$ cat src/rtl/anton_neopixel_encoder_pkg.sv
// Shared types, defaults and RGB332 expansion for the NeoPixel encoder.
package anton_neopixel_encoder_pkg;

  localparam int unsigned BUFFER_END_DEFAULT = 255;
  localparam int unsigned T0H_TICKS_DEFAULT  = 2;
  localparam int unsigned T1H_TICKS_DEFAULT  = 5;

  typedef enum logic [1:0] {
    FETCH_IDLE = 2'd0,
    FETCH_WAIT = 2'd1,
    FETCH_FULL = 2'd2
  } fetch_state_e;

  typedef enum logic {
    STATE_TRANSMIT = 1'b0,
    STATE_RESET    = 1'b1
  } stream_state_e;

  // Expands one channel of a {R[2:0],G[2:0],B[1:0]} byte to 8 bits by bit replication.
  function automatic logic [7:0] rgb332_expand(input logic [7:0] px, input logic [1:0] ch);
    case (ch)
      2'd0:    return {px[7:5], px[7:5], px[7:6]};
      2'd1:    return {px[4:2], px[4:2], px[4:3]};
      2'd2:    return {4{px[1:0]}};
      default: return '0;
    endcase
  endfunction

endpackage

$ cat src/rtl/anton_neopixel_byte_select.sv
// Picks the channel byte to transmit from a buffer word, for 8-bit or 32-bit mode.
module anton_neopixel_byte_select
  import anton_neopixel_encoder_pkg::*;
(
  input  logic [31:0] word_i,
  input  logic [1:0]  byte_sel_i,
  input  logic [1:0]  channel_i,
  input  logic        mode32_i,
  output logic [7:0]  byte_o
);

  logic [7:0] px;

  always_comb begin
    case (byte_sel_i)
      2'd0:    px = word_i[7:0];
      2'd1:    px = word_i[15:8];
      2'd2:    px = word_i[23:16];
      default: px = word_i[31:24];
    endcase

    byte_o = '0;
    if (mode32_i) begin
      case (channel_i)
        2'd0:    byte_o = word_i[7:0];
        2'd1:    byte_o = word_i[15:8];
        2'd2:    byte_o = word_i[23:16];
        default: byte_o = '0;
      endcase
    end else begin
      byte_o = rgb332_expand(px, channel_i);
    end
  end

endmodule

$ cat src/rtl/anton_neopixel_encoder.sv
// Prefetches pixel words one pixel ahead and encodes the current pixel onto the
// NeoPixel serial line; raises a sticky underrun flag when a word is late.
module anton_neopixel_encoder
  import anton_neopixel_encoder_pkg::*;
#(
  parameter  int unsigned BUFFER_END   = BUFFER_END_DEFAULT,
  parameter  int unsigned READ_LATENCY = 1,
  parameter  int unsigned T0H_TICKS    = T0H_TICKS_DEFAULT,
  parameter  int unsigned T1H_TICKS    = T1H_TICKS_DEFAULT,
  localparam int unsigned BUFFER_BITS  = $clog2(BUFFER_END + 1)
) (
  input  logic                   clk6_4mhz,
  input  logic                   rstn,
  input  logic                   regCtrlInit,
  input  logic                   regCtrlRun,
  input  logic                   regCtrl32bit,
  input  logic [2:0]             bitPatternIndex,
  input  logic [2:0]             pixelBitIndex,
  input  logic [1:0]             channelIndex,
  input  logic [BUFFER_BITS-1:0] pixelIndex,
  input  logic [BUFFER_BITS-1:0] pixelIndexMax,
  input  logic                   state,
  input  logic                   streamOutput,
  input  logic                   streamChannelOf,
  input  logic                   streamPixelOf,
  output logic                   ramRd,
  output logic [BUFFER_BITS-3:0] ramAddr,
  input  logic [31:0]            ramData,
  output logic                   neoData,
  output logic                   underrun
);

  localparam int unsigned WB  = BUFFER_BITS - 2;
  localparam logic [2:0]  LAT = 3'(READ_LATENCY);
  localparam logic [3:0]  T0H = 4'(T0H_TICKS);
  localparam logic [3:0]  T1H = 4'(T1H_TICKS);

  fetch_state_e  fetch_q, fetch_d;
  logic          req_q, req_d;
  logic [WB-1:0] addr_q, addr_d;
  logic          ramRd_q, ramRd_d;
  logic [2:0]    lat_q, lat_d;
  logic [31:0]   nextWord_q, nextWord_d;
  logic [31:0]   curWord_q, curWord_d;
  logic          loaded_q, loaded_d;
  logic          underrun_q, underrun_d;
  logic          neo_q, neo_d;

  logic          firstTick, atEnd, firstSwap, swap, curBit;
  logic [WB-1:0] nextAddr;
  logic [31:0]   swapWord, curWordEff;
  logic [7:0]    chanByte;

  always_comb begin
    firstTick = streamOutput && (channelIndex == 2'd0) && (pixelBitIndex == 3'd0)
                && (bitPatternIndex == 3'd0);
    atEnd = regCtrl32bit ? (pixelIndex[BUFFER_BITS-1:2] >= pixelIndexMax[BUFFER_BITS-1:2])
                         : (pixelIndex >= pixelIndexMax);
    // Word address of pixelIndex+1: in 8-bit mode the word only advances when leaving byte 3.
    nextAddr = '0;
    if (!atEnd)
      nextAddr = pixelIndex[BUFFER_BITS-1:2] + WB'(regCtrl32bit || (&pixelIndex[1:0]));

    // A pixel not yet loaded at the first transmit tick is swapped in and used on that same tick.
    firstSwap  = (state == STATE_TRANSMIT) && streamOutput && !loaded_q;
    swap       = firstSwap || streamChannelOf || streamPixelOf;
    swapWord   = (fetch_q == FETCH_FULL) ? nextWord_q : '0;
    curWordEff = firstSwap ? swapWord : curWord_q;
  end

  anton_neopixel_byte_select u_byte_select (
    .word_i     (curWordEff),
    .byte_sel_i (pixelIndex[1:0]),
    .channel_i  (channelIndex),
    .mode32_i   (regCtrl32bit),
    .byte_o     (chanByte)
  );

  assign curBit = chanByte[~pixelBitIndex];

  always_comb begin
    neo_d = regCtrlRun && !regCtrlInit && (state == STATE_TRANSMIT) && streamOutput
            && ({1'b0, bitPatternIndex} < (curBit ? T1H : T0H));
  end

  always_comb begin
    fetch_d    = fetch_q;
    req_d      = req_q;
    addr_d     = addr_q;
    ramRd_d    = 1'b0;
    lat_d      = lat_q;
    nextWord_d = nextWord_q;
    curWord_d  = curWord_q;
    loaded_d   = loaded_q;
    underrun_d = underrun_q;

    if (regCtrlInit) begin
      fetch_d    = FETCH_IDLE;
      req_d      = 1'b1;
      addr_d     = '0;
      lat_d      = '0;
      nextWord_d = '0;
      curWord_d  = '0;
      loaded_d   = 1'b0;
      underrun_d = 1'b0;
    end else begin
      case (fetch_q)
        FETCH_IDLE: if (req_q) begin
          ramRd_d = 1'b1;
          req_d   = 1'b0;
          lat_d   = '0;
          fetch_d = FETCH_WAIT;
        end
        FETCH_WAIT: if (lat_q == LAT) begin
          nextWord_d = ramData;
          fetch_d    = FETCH_FULL;
        end else begin
          lat_d = lat_q + 3'd1;
        end
        default: ;
      endcase

      // Swap is resolved before a same-cycle arm, so the new request issues next cycle.
      if (swap) begin
        curWord_d = swapWord;
        loaded_d  = 1'b1;
        if (fetch_q == FETCH_FULL) fetch_d = FETCH_IDLE;
        else                       underrun_d = 1'b1;
      end

      if (firstTick) begin
        req_d  = 1'b1;
        addr_d = nextAddr;
      end
    end
  end

  always_ff @(posedge clk6_4mhz or negedge rstn) begin
    if (!rstn) begin
      fetch_q    <= FETCH_IDLE;
      req_q      <= 1'b1;
      addr_q     <= '0;
      ramRd_q    <= 1'b0;
      lat_q      <= '0;
      nextWord_q <= '0;
      curWord_q  <= '0;
      loaded_q   <= 1'b0;
      underrun_q <= 1'b0;
      neo_q      <= 1'b0;
    end else begin
      fetch_q    <= fetch_d;
      req_q      <= req_d;
      addr_q     <= addr_d;
      ramRd_q    <= ramRd_d;
      lat_q      <= lat_d;
      nextWord_q <= nextWord_d;
      curWord_q  <= curWord_d;
      loaded_q   <= loaded_d;
      underrun_q <= underrun_d;
      neo_q      <= neo_d;
    end
  end

  assign ramRd    = ramRd_q;
  assign ramAddr  = addr_q;
  assign neoData  = neo_q;
  assign underrun = underrun_q;

endmodule

$ cat config.mk
export PLATFORM = sky130hd
export DESIGN_NAME = anton_neopixel_encoder
export DESIGN_NICKNAME = d
export VERILOG_FILES = /design/src/rtl/anton_neopixel_encoder_pkg.sv /design/src/rtl/anton_neopixel_byte_select.sv /design/src/rtl/anton_neopixel_encoder.sv
export SDC_FILE = /design/constraint.sdc
export NUM_CORES = 1
export LEC_CHECK = 0
export CAP_MARGIN = 20
export CORE_MARGIN = 5
export CORE_UTILIZATION = 35
export DETAILED_ROUTE_END_ITERATION = 8
export DONT_BUFFER_PORTS = 1
export GPL_ROUTABILITY_DRIVEN = 0
export SLEW_MARGIN = 20
export SYNTH_ARGS = -nofsm -noshare
export SYNTH_HDL_FRONTEND = slang
export SYNTH_SLANG_ARGS = --single-unit
$ cat constraint.sdc
create_clock -name clk6_4mhz -period 3.4 [get_ports clk6_4mhz]
set_input_delay 0.68 -clock clk6_4mhz [delete_from_list [all_inputs] [get_ports clk6_4mhz]]
set_output_delay 0.68 -clock clk6_4mhz [all_outputs]
set_load 0.005 [all_outputs]
After elaboration in Yosys (flattened, before gate mapping)

Cells that the tools add are included.

Bits of input ports: 65
Bits in registers: 80
Output and inout port bits: 9
Logic and storage cells: 96

Equal/unequal tests: 10
Magnitude comparators: 4
$add $sub $neg: 2
Bitwise operators: 2
Mux-type cells: 39
Reductions and logical operators: 29

Operators by type and width:

| operator            | number |
|---|---|
| $mux 32             | 7 |
| $pmux 8 s3          | 3 |
| $mux 6              | 3 |
| $mux 1              | 13 |
| $mux 3              | 4 |
| $mux 2              | 5 |
| $logic_and 1x1->1   | 9 |
| $ge 8x8->1          | 1 |
| $mux 8              | 1 |
| $reduce_bool 2->1   | 4 |
| $add 6x1->6         | 1 |
| $eq 2x1->1 const B  | 3 |
| $eq 2x2->1 const B  | 3 |
| $ge 6x6->1          | 1 |
| $logic_not 2->1     | 3 |
| $logic_not 3->1     | 2 |
| $ne 3x3->1 const B  | 2 |
| $pmux 3 s2          | 1 |
| $reduce_and 2->1    | 3 |
| $reduce_bool 3->1   | 2 |
| $lt 3x4->1 const B  | 1 |
| $pmux 2 s2          | 1 |
| $add 3x1->3 const B | 1 |
| $bmux 1 s3          | 1 |
| 8 further kinds     | 11 |

Logic depth before layout (Yosys ltp)

Gate-level depths: netlist (run 1).

Word-level depth: 12
Gate-level depth with buffers: 14
Mapped depth without buffers: 12

Modules after synthesis

Synthesis (run 1) repeated with hierarchy kept, for this count alone.

Cell total of the unflattened synthesis: 446
Area total of the unflattened synthesis: 4,546.9 um^2

Modules (own cells, without submodules):

| module                     | times used | seq. area each (um^2) | cells each | area an instance (um^2) |
|---|---|---|---|---|
| anton_neopixel_encoder     | 1          | 2,003.2               | 372        | 3,878.7 |
| anton_neopixel_byte_select | 1          | 0.0                   | 74         | 668.1 |

Worst setup path after synthesis (run 1)

No wires, ideal clock.

Kind: in2reg
From: input state
To: register neo_q (netlist: neoData)
Arrival time: 3,105 ps
Stages on the path: 14
Required time: 3,276 ps
Path slack: 171 ps
Buffers on the path: 2
Setup time: 124 ps
Path through: nor3b_4 -> buf_6 -> buf_6 -> mux2_2 -> o22ai_1 -> o22ai_1 -> o221ai_2 -> o311ai_1 -> and2_1 -> or2_1 -> ha_1 -> nand2_1 -> a211oi_1 -> nor2_1

Word-level cells in the longest chain between the ends: 12
Elaborated cells between the ends (all ways): 15
Those cells by class: order compare: 1; mux: 8; bitwise: 1; reduce/logical: 5

RTL lines:

| item                            | line                                                       | source |
|---|---|---|
| start: declaration              | anton_neopixel_encoder.sv:22                               | `input logic state,` |
| $not 1->1 (*)                   | anton_neopixel_encoder.sv:65, anton_neopixel_encoder.sv:82 |  |
| $logic_and 1x1->1 (2 in series) | anton_neopixel_encoder.sv:65                               | `firstSwap = (state == STATE_TRANSMIT) && streamOutput && !loaded_q;` |
| $mux 32                         | anton_neopixel_encoder.sv:68                               | `curWordEff = firstSwap ? swapWord : curWord_q;` |
| $pmux 8 s3                      | anton_neopixel_byte_select.sv:15                           | `case (byte_sel_i)` |
| $pmux 8 s3                      | anton_neopixel_encoder_pkg.sv:21                           | `case (ch)` |
| $mux 8                          | anton_neopixel_byte_select.sv:23                           | `if (mode32_i) begin` |
| $bmux 1 s3                      | anton_neopixel_encoder.sv:79                               | `assign curBit = chanByte[~pixelBitIndex];` |
| $mux 1 (implied by the code)    | anton_neopixel_encoder.sv:79                               |  |
| $mux 3                          | anton_neopixel_encoder.sv:83                               | `&& ({1'b0, bitPatternIndex} < (curBit ? T1H : T0H));` |
| $lt 3x3->1                      | anton_neopixel_encoder.sv:83                               |  |
| $logic_and 1x1->1 (*)           | anton_neopixel_encoder.sv:83                               |  |
| via neo_d                       | anton_neopixel_encoder.sv:47                               | `logic neo_q, neo_d;` |
| end signal: assignment          | anton_neopixel_encoder.sv:160                              | `neo_q <= neo_d;` |
| end: declaration                | anton_neopixel_encoder.sv:47                               |  |

Mark *: on every way through the listed nets, which the timed path passes. The rest lies on a longest branch. The select of a mux whose other input is x is not followed.
A chain may end at the register's enable or synchronous reset.

Worst setup path after layout (run 1)

From: register loaded_q
To: register neo_q (netlist: neoData)

Word-level cells in the longest chain between the ends: 11
Elaborated cells between the ends (all ways): 12
Those cells by class: order compare: 1; mux: 8; reduce/logical: 3

RTL lines:

| item                             | line                             | source |
|---|---|---|
| start: declaration               | anton_neopixel_encoder.sv:45     | `logic loaded_q, loaded_d;` |
| start signal: assignment         | anton_neopixel_encoder.sv:158    | `loaded_q <= loaded_d;` |
| $logic_not 1->1 (*)              | anton_neopixel_encoder.sv:65     |  |
| $logic_and 1x1->1 (*)            | anton_neopixel_encoder.sv:65     |  |
| $mux 32 (*)                      | anton_neopixel_encoder.sv:68     |  |
| $pmux 8 s3                       | anton_neopixel_byte_select.sv:15 |  |
| $pmux 8 s3                       | anton_neopixel_encoder_pkg.sv:21 |  |
| $mux 8 (*)                       | anton_neopixel_byte_select.sv:23 |  |
| $bmux 1 s3 (*)                   | anton_neopixel_encoder.sv:79     |  |
| $mux 1 (implied by the code) (*) | anton_neopixel_encoder.sv:79     |  |
| $mux 3 (*)                       | anton_neopixel_encoder.sv:83     |  |
| $lt 3x3->1 (*)                   | anton_neopixel_encoder.sv:83     |  |
| $logic_and 1x1->1 (*)            | anton_neopixel_encoder.sv:83     |  |
| via neo_d                        | anton_neopixel_encoder.sv:47     |  |

Marks and branches as above.

==> impl_metrics.tcl, run 1 <==
set metrics [dict create \
    antenna_found_initial 0 \
    synth_compound_gate_area_share 0.2514 \
    dieArea_um2 15480 \
    first_pass_iters 5 \
    placement.setup.worst_slack_ns -0.05625 \
    final_nets 511 \
    finalWorstPathRequiredPeriod_ns 3.185 \
    area_growth_syn_to_layout_pct 13.62 \
    numPortBuffers 0 \
    max-vdd-ir-drop_mv 0.2268 \
    total_power_mw 2.325 \
    drt_drc_violations_left 0 \
    post_synth_cell_types 59 \
    worst_slew_pin_slew_ns 0.5299 \
    first_drt_iteration_drcs 259 \
    number_of_synthesized_flops_with_an_enable_pin 0 \
    ys_seq_area_frac 0.4371 \
    cts_tree "yes" \
    finClkSkew_ns 0.01116 \
    max_slew_headroom_at_the_worst_pin 0.6460 \
    timing.critical_path.from_type "flop" \
    maximum_number_of_pins_on_one_net_before_global_route_repair 81 \
    layout.cell_area.non_filler_um2 5207 \
    critPathMaxStageDelay_ns 0.49 \
    nFillCells 1231 \
    critical_path.cell_chain "nor3b_4, buf_12, mux4_2, o22ai_1, o22ai_1, o221ai_2, o311ai_1, and2_1, or2_1, ha_1, nand2_1, a211oi_1, nor2_1" \
    floorplan.initialDensity 0.3602 \
    worst_path_most_repeated_cell "sky130_fd_sc_hd__o22ai_1" \
    clkLatencyLatePin_ns 0.34 \
    globalRouteOverflowTotal 0 \
    power_density_nw_per_um2 446.6 \
    sink_count_of_the_clock_tree 80 \
    required_worst_endpoint_ns 3.63 \
    postSynthRegisterBits 80 \
    crit_arrival_ns 3.42 \
    yosys.area_share.simple 0.1370 \
    clk_slew_on_worst_s_h_paths_ns 0.06 \
    yosys-mux-area-fraction 0.07862 \
    final_min_period_over_clock_period 0.9366 \
    synth_xor_xnor_area_share 0.007644 \
    numCtsBuffers 9 \
    syn-num-nets 510 \
    timing.max_cap.violations 0 \
    detailroute.via_count 3595 \
    dieWidth_um 124.4 \
    dpl_cell_area_um2 4810 \
    place.detailed.hpwl_mm 9.193 \
    asyncSetResetFlopFracSynth 1.000 \
    number_of_global_route_vias_before_repair 3684 \
    final_cell_mix "sky130_fd_sc_hd__dfrtp_1, sky130_fd_sc_hd__a22o_1, sky130_fd_sc_hd__nand2_1" \
    critPathSlowestCell "sky130_fd_sc_hd__mux4_2" \
    max_freq_mhz 314.0 \
    postRouteAntennaNets 0 \
    io-pin-count 74 \
    cts-root-to-sink-buffers 2 \
    slew_viol_final 0 \
    synth_ff_type "sky130_fd_sc_hd__dfrtp_1" \
    fp.dieH_um 124.4 \
    worst_hold_path_type "in -> async" \
    num_rows 41 \
    dominant_combinational_cell_family_by_area_after_synthesis "compound AO/OA/AOI/OAI gates" \
    count_of_yosys_warnings_during_synthesis 0 \
    post_synth_fa_ha_maj_area_fraction 0.04095 \
    critical_path.endpoint_type "flop" \
    htreeDepth 3 \
    share_of_final_layout_standard_cells_stronger_than_drive_strength_1 0.1491 \
    antenna_cells 0 \
    cts-root-buf "sky130_fd_sc_hd__clkbuf_16" \
    grt_first_pass_wirelength_mm 20.17 \
    ff2ff_path_depth 13 \
    setup_viol 0 \
    groute.usage.overall 0.1610 \
    status "complete, no violations" \
    coreArea_um2 12720 \
    finalHoldViolCount 0 \
    layout.cells.most_common "sky130_fd_sc_hd__dfrtp_1" \
    viasPerCell 5.913 \
    synth.avg_cell_area_um2 10.66 \
    setup_ws_post_layout_ns 0.2155 \
    syn_inst 430 \
    wirelength_mm 12.56 \
    timing.critical_path.fanout_max 10 \
    synthesis.area_um2 4583 \
    timing.setup.critical_path_class "reg -> reg" \
    post_drt_wl_per_cell_um 20.65 \
    power_leakage_nw 2.410 \
]
==> power breakdown <==
| group | switching, mW | internal, mW |
|---|---|---|
| registers | 0.0325 | 0.977 |
| clock network | 0.382 | 0.719 |
| logic | 0.116 | 0.0995 |
| total | 0.530 | 1.80 |
==> per-stage QoR <==
step	hold WS (ns)	utilization	TNS, ns	std cells
final	0.03134	0.4093	0	608
after global routing	0.01843	0.4093	-0.02273	608
after CTS	0.01884	0.4045	0	605
after detailed placement	0.3898	0.3780	-0.05625	589
after global placement	0.3890	0.3780	0	589
after floorplan	0.3844	-	0	430
==> area by class of cell <==
type	count	area, um2	area share
multi-input combinational	301	2399	0.4606
timing repair buffer	20	180.2	0.03460
clock buffer	11	232.7	0.04469
tap	172	215.2	0.04133
inverter	19	71.32	0.01370
clock inverter	5	103.9	0.01994
sequential	80	2006	0.3852
==> sequential cells by signal, indices dropped and copies added, names as in the netlist <==
signal / cells
neoData: 1
loaded_q: 1
nextWord_q: 32
underrun: 1
ramAddr: 6
req_q: 1
curWord_q: 32
ramRd: 1
fetch_q: 2
lat_q: 3
==> metal layers <==
metal | track usage | wire length (um) | vias to the layer above
met3 | 0.06818 | 1220 | 27
met1 | 0.2109 | 5425 | 1753
met5 | 0 | 0 | -
li1 | - | - | 1654
met4 | 0.06125 | 311 | 0
met2 | 0.2360 | 5598 | 161
==> cell usage after synthesis, drive strengths merged, types with 11 or more instances <==
master | instances | area (um2)
a22o | 65 | 569.3
buf | 11 | 73.82
dfrtp | 79 | 1977
and3b | 23 | 201.4
nand2 | 25 | 93.84
o22ai | 11 | 68.82
mux2 | 14 | 157.7
nor2 | 17 | 63.81
ha | 15 | 187.7
clkbuf | 19 | 71.32
o21ai | 22 | 110.1
inv | 19 | 71.32
==> logic make-up after synthesis <==
logic type | count (synthesis)
AOI/OAI and AO/OA | 150
xor gates and xnor gates | 4
adders and majority gates | 15
buffers and inverters | 49
DFF | 80
muxes | 26
and+or+nand+nor | 106
==> critical path: cells and delay by family (launching register included) <==
family	cells	cell delay, ns
flops	1	0.42
fa+ha+maj	1	0.29
mux	1	0.49
simple gates	5	0.79
buf+inv	1	0.18
compound gates	5	0.88
==> repair_timing <==
item,4_1_cts,5_1_grt
hold buffers,0,0
endpoints found under the setup margin,0,1
setup buffers,0,2
resized for setup,0,6
==> final timing paths <==
path	slack (ns)	start	end
max	0.22	loaded_q	neoData
min in group clk6_4mhz	0.39	regCtrlInit	loaded_q
min reg2reg	0.50	req_q	req_q
max reg2reg	0.22	loaded_q	neoData
max in group asynchronous	3.15	rstn	req_q
min	0.03	rstn	nextWord_q[5]
Power figures use the tool's default switching activity.
==> run 2: changes to the inputs <==
BUFFER_PORTS_ARGS = -buffer_cell sky130_fd_sc_hd__buf_2   (was not set)
DONT_BUFFER_PORTS = not set   (was 1)
==> run 2 against run 1 <==
Die area unchanged. Count of clock-buffer cells in the layout down 1. Cell count increased by 13%. Wire length increased by 0.88%. Critical path type is now in -> reg. Cell area up 7.9%. Non-clock buffer count rose by 80. Sequential power hardly changed. Fmax fell by 1.7%. Sequential cell count is the same. Sequential share of layout area decreased by 2.8 points.
==> impl_metrics.tcl, run 2 (synthesized netlist as in run 1, its figures left out) <==
set metrics [dict create \
    status "complete, no violations" \
    fp.dieH_um 124.4 \
    coreArea_um2 12720 \
    worst_slew_pin_slew_ns 0.7098 \
    r2r_slack_ns 0.21 \
    floorplan.initialDensity 0.3602 \
    htreeDepth 3 \
    drt_drc_violations_left 0 \
    io-pin-count 74 \
    grt_first_pass_wirelength_mm 21.16 \
    number_of_global_route_vias_before_repair 4048 \
    dieWidth_um 124.4 \
    sink_count_of_the_clock_tree 80 \
    max_slew_headroom_at_the_worst_pin 0.5268 \
    max_freq_mhz 308.8 \
    timing.setup.critical_path_class "in -> reg" \
    nFillCells 1239 \
    maximum_number_of_pins_on_one_net_before_global_route_repair 81 \
    globalRouteOverflowTotal 0 \
    final_min_period_over_clock_period 0.9524 \
    first_pass_iters 5 \
    critical_path.endpoint_type "flop" \
    grt_setup_unrepaired "false" \
    share_of_final_layout_standard_cells_stronger_than_drive_strength_1 0.2810 \
    power_density_nw_per_um2 422.4 \
    cts_tree "yes" \
    worstReg2RegStart "loaded_q" \
    timing.critical_path.from_type "input pin" \
    crit_arrival_ns 3.47 \
    clk_slew_on_worst_s_h_paths_ns 0.06 \
    viasPerCell 5.619 \
    worst_hold_path_type "in -> async" \
    num_rows 41 \
    cts_resized 0 \
    cts_post_setup_buffers_inserted 0 \
    finalWorstPathRequiredPeriod_ns 3.238 \
    slew_viol_final 0 \
    seq_area_um2 2006 \
    total_area_of_multi_input_combinational_cells_um2 2385 \
    crit-reg2reg-capture "neoData" \
    area_growth_syn_to_layout_pct 22.63 \
    wirelength_mm 12.67 \
    antenna_found_initial 1 \
    dieArea_um2 15480 \
    setup_viol 0 \
    cts-root-buf "sky130_fd_sc_hd__clkbuf_16" \
    finalHoldViolCount 0 \
    power_leakage_nw 2.729 \
    max-vdd-ir-drop_mv 0.2343 \
    layout.cells.most_common "sky130_fd_sc_hd__dfrtp_1" \
    postCtsHoldBufs 0 \
    numPortBuffers 73 \
    ff2ff_path_depth 13 \
    final_cell_mix "sky130_fd_sc_hd__dfrtp_1, sky130_fd_sc_hd__buf_2, sky130_fd_sc_hd__a22o_1" \
    groute.usage.overall 0.1684 \
    required_worst_endpoint_ns 3.63 \
    finClkSkew_ns 0.01093 \
    numCtsBuffers 9 \
    final_nets 591 \
    detailroute.via_count 3866 \
    timing.max_cap.violations 0 \
    antenna_cells 0 \
    clkLatencyLatePin_ns 0.35 \
    postRouteAntennaNets 0 \
    cts-root-to-sink-buffers 2 \
    dpl_cell_area_um2 5278 \
    first_drt_iteration_drcs 280 \
    timing.critical_path.fanout_max 12 \
    post_drt_wl_per_cell_um 18.41 \
    place.detailed.hpwl_mm 9.255 \
    layout.cell_area.non_filler_um2 5620 \
    finalHoldWorstSlack_ns 0.3745 \
]
-- run 2: cell types whose count changed in the layout (fill, tap and decap cells not counted), moves of 3 or more --
cell                      previous run  this run
sky130_fd_sc_hd__buf_2               0        72
sky130_fd_sc_hd__o22ai_1             8        11
sky130_fd_sc_hd__o22ai_2             3         0
sky130_fd_sc_hd__buf_4              18        24
-- run 2: critical path: stages --
cell and delay, ns:
sky130_fd_sc_hd__buf_2 0.13, sky130_fd_sc_hd__nor3b_4 0.23, sky130_fd_sc_hd__buf_12 0.18, sky130_fd_sc_hd__mux4_2 0.50
sky130_fd_sc_hd__o22ai_1 0.17, sky130_fd_sc_hd__o22ai_1 0.19, sky130_fd_sc_hd__o221ai_2 0.22, sky130_fd_sc_hd__o311ai_1 0.14
sky130_fd_sc_hd__and2_1 0.19, sky130_fd_sc_hd__or2_1 0.22, sky130_fd_sc_hd__ha_1 0.30, sky130_fd_sc_hd__nand2_1 0.05
sky130_fd_sc_hd__a211oi_1 0.18, sky130_fd_sc_hd__nor2_1 0.07
-- run 2: report_power, final --
group	leakage [nW]	switching (mW)	total (mW)	internal [mW]
clock network	0.155	0.401	1.07	0.665
registers	1.10	0.0305	1.01	0.977
logic	1.47	0.167	0.301	0.133
-- run 2: area by class of cell --
cell class                 instances  area share
clock inverter                     6     0.01647
clock buffer                      10     0.04252
timing repair buffer             100      0.1089
tap                              172     0.03829
multi-input combinational        301      0.4243
inverter                          19     0.01269
sequential                        80      0.3569
-- run 2: metrics by stage --
step	instances	utilization	power (mW)	TNS, ns	setup slack, ns
2_1_floorplan	430	-	1.180	0	0.1711
3_3_place_gp	672	0.4148	1.317	-0.1418	-0.1418
3_5_place_dp	672	0.4148	1.324	-0.1641	-0.1641
4_1_cts	688	0.4409	2.406	0	0.08883
5_1_grt	688	0.4418	2.476	0	0.005291
6_report	688	0.4418	2.374	0	0.1619
-- run 2: worst max-delay path by stage --
stage                          start      end  slack [ns]  cells after the start
after global placement         state  neoData       -0.14                     15
after detailed placement       state  neoData       -0.16                     14
final                          state  neoData        0.16                     14
after floorplan                state  neoData        0.17                     14
after CTS                 fetch_q[1]  neoData        0.09                     12
after global routing           state  neoData       0.005                     15
-- run 2: routing by layer --
metal / share of wire / track usage / up-vias
met2: 0.44 / 0.2497 / 162
met5: 0.0010 / 0.003268 / -
met3: 0.074 / 0.05232 / 38
met1: 0.45 / 0.2274 / 1840
li1: - / - / 1824
met4: 0.030 / 0.07028 / 2
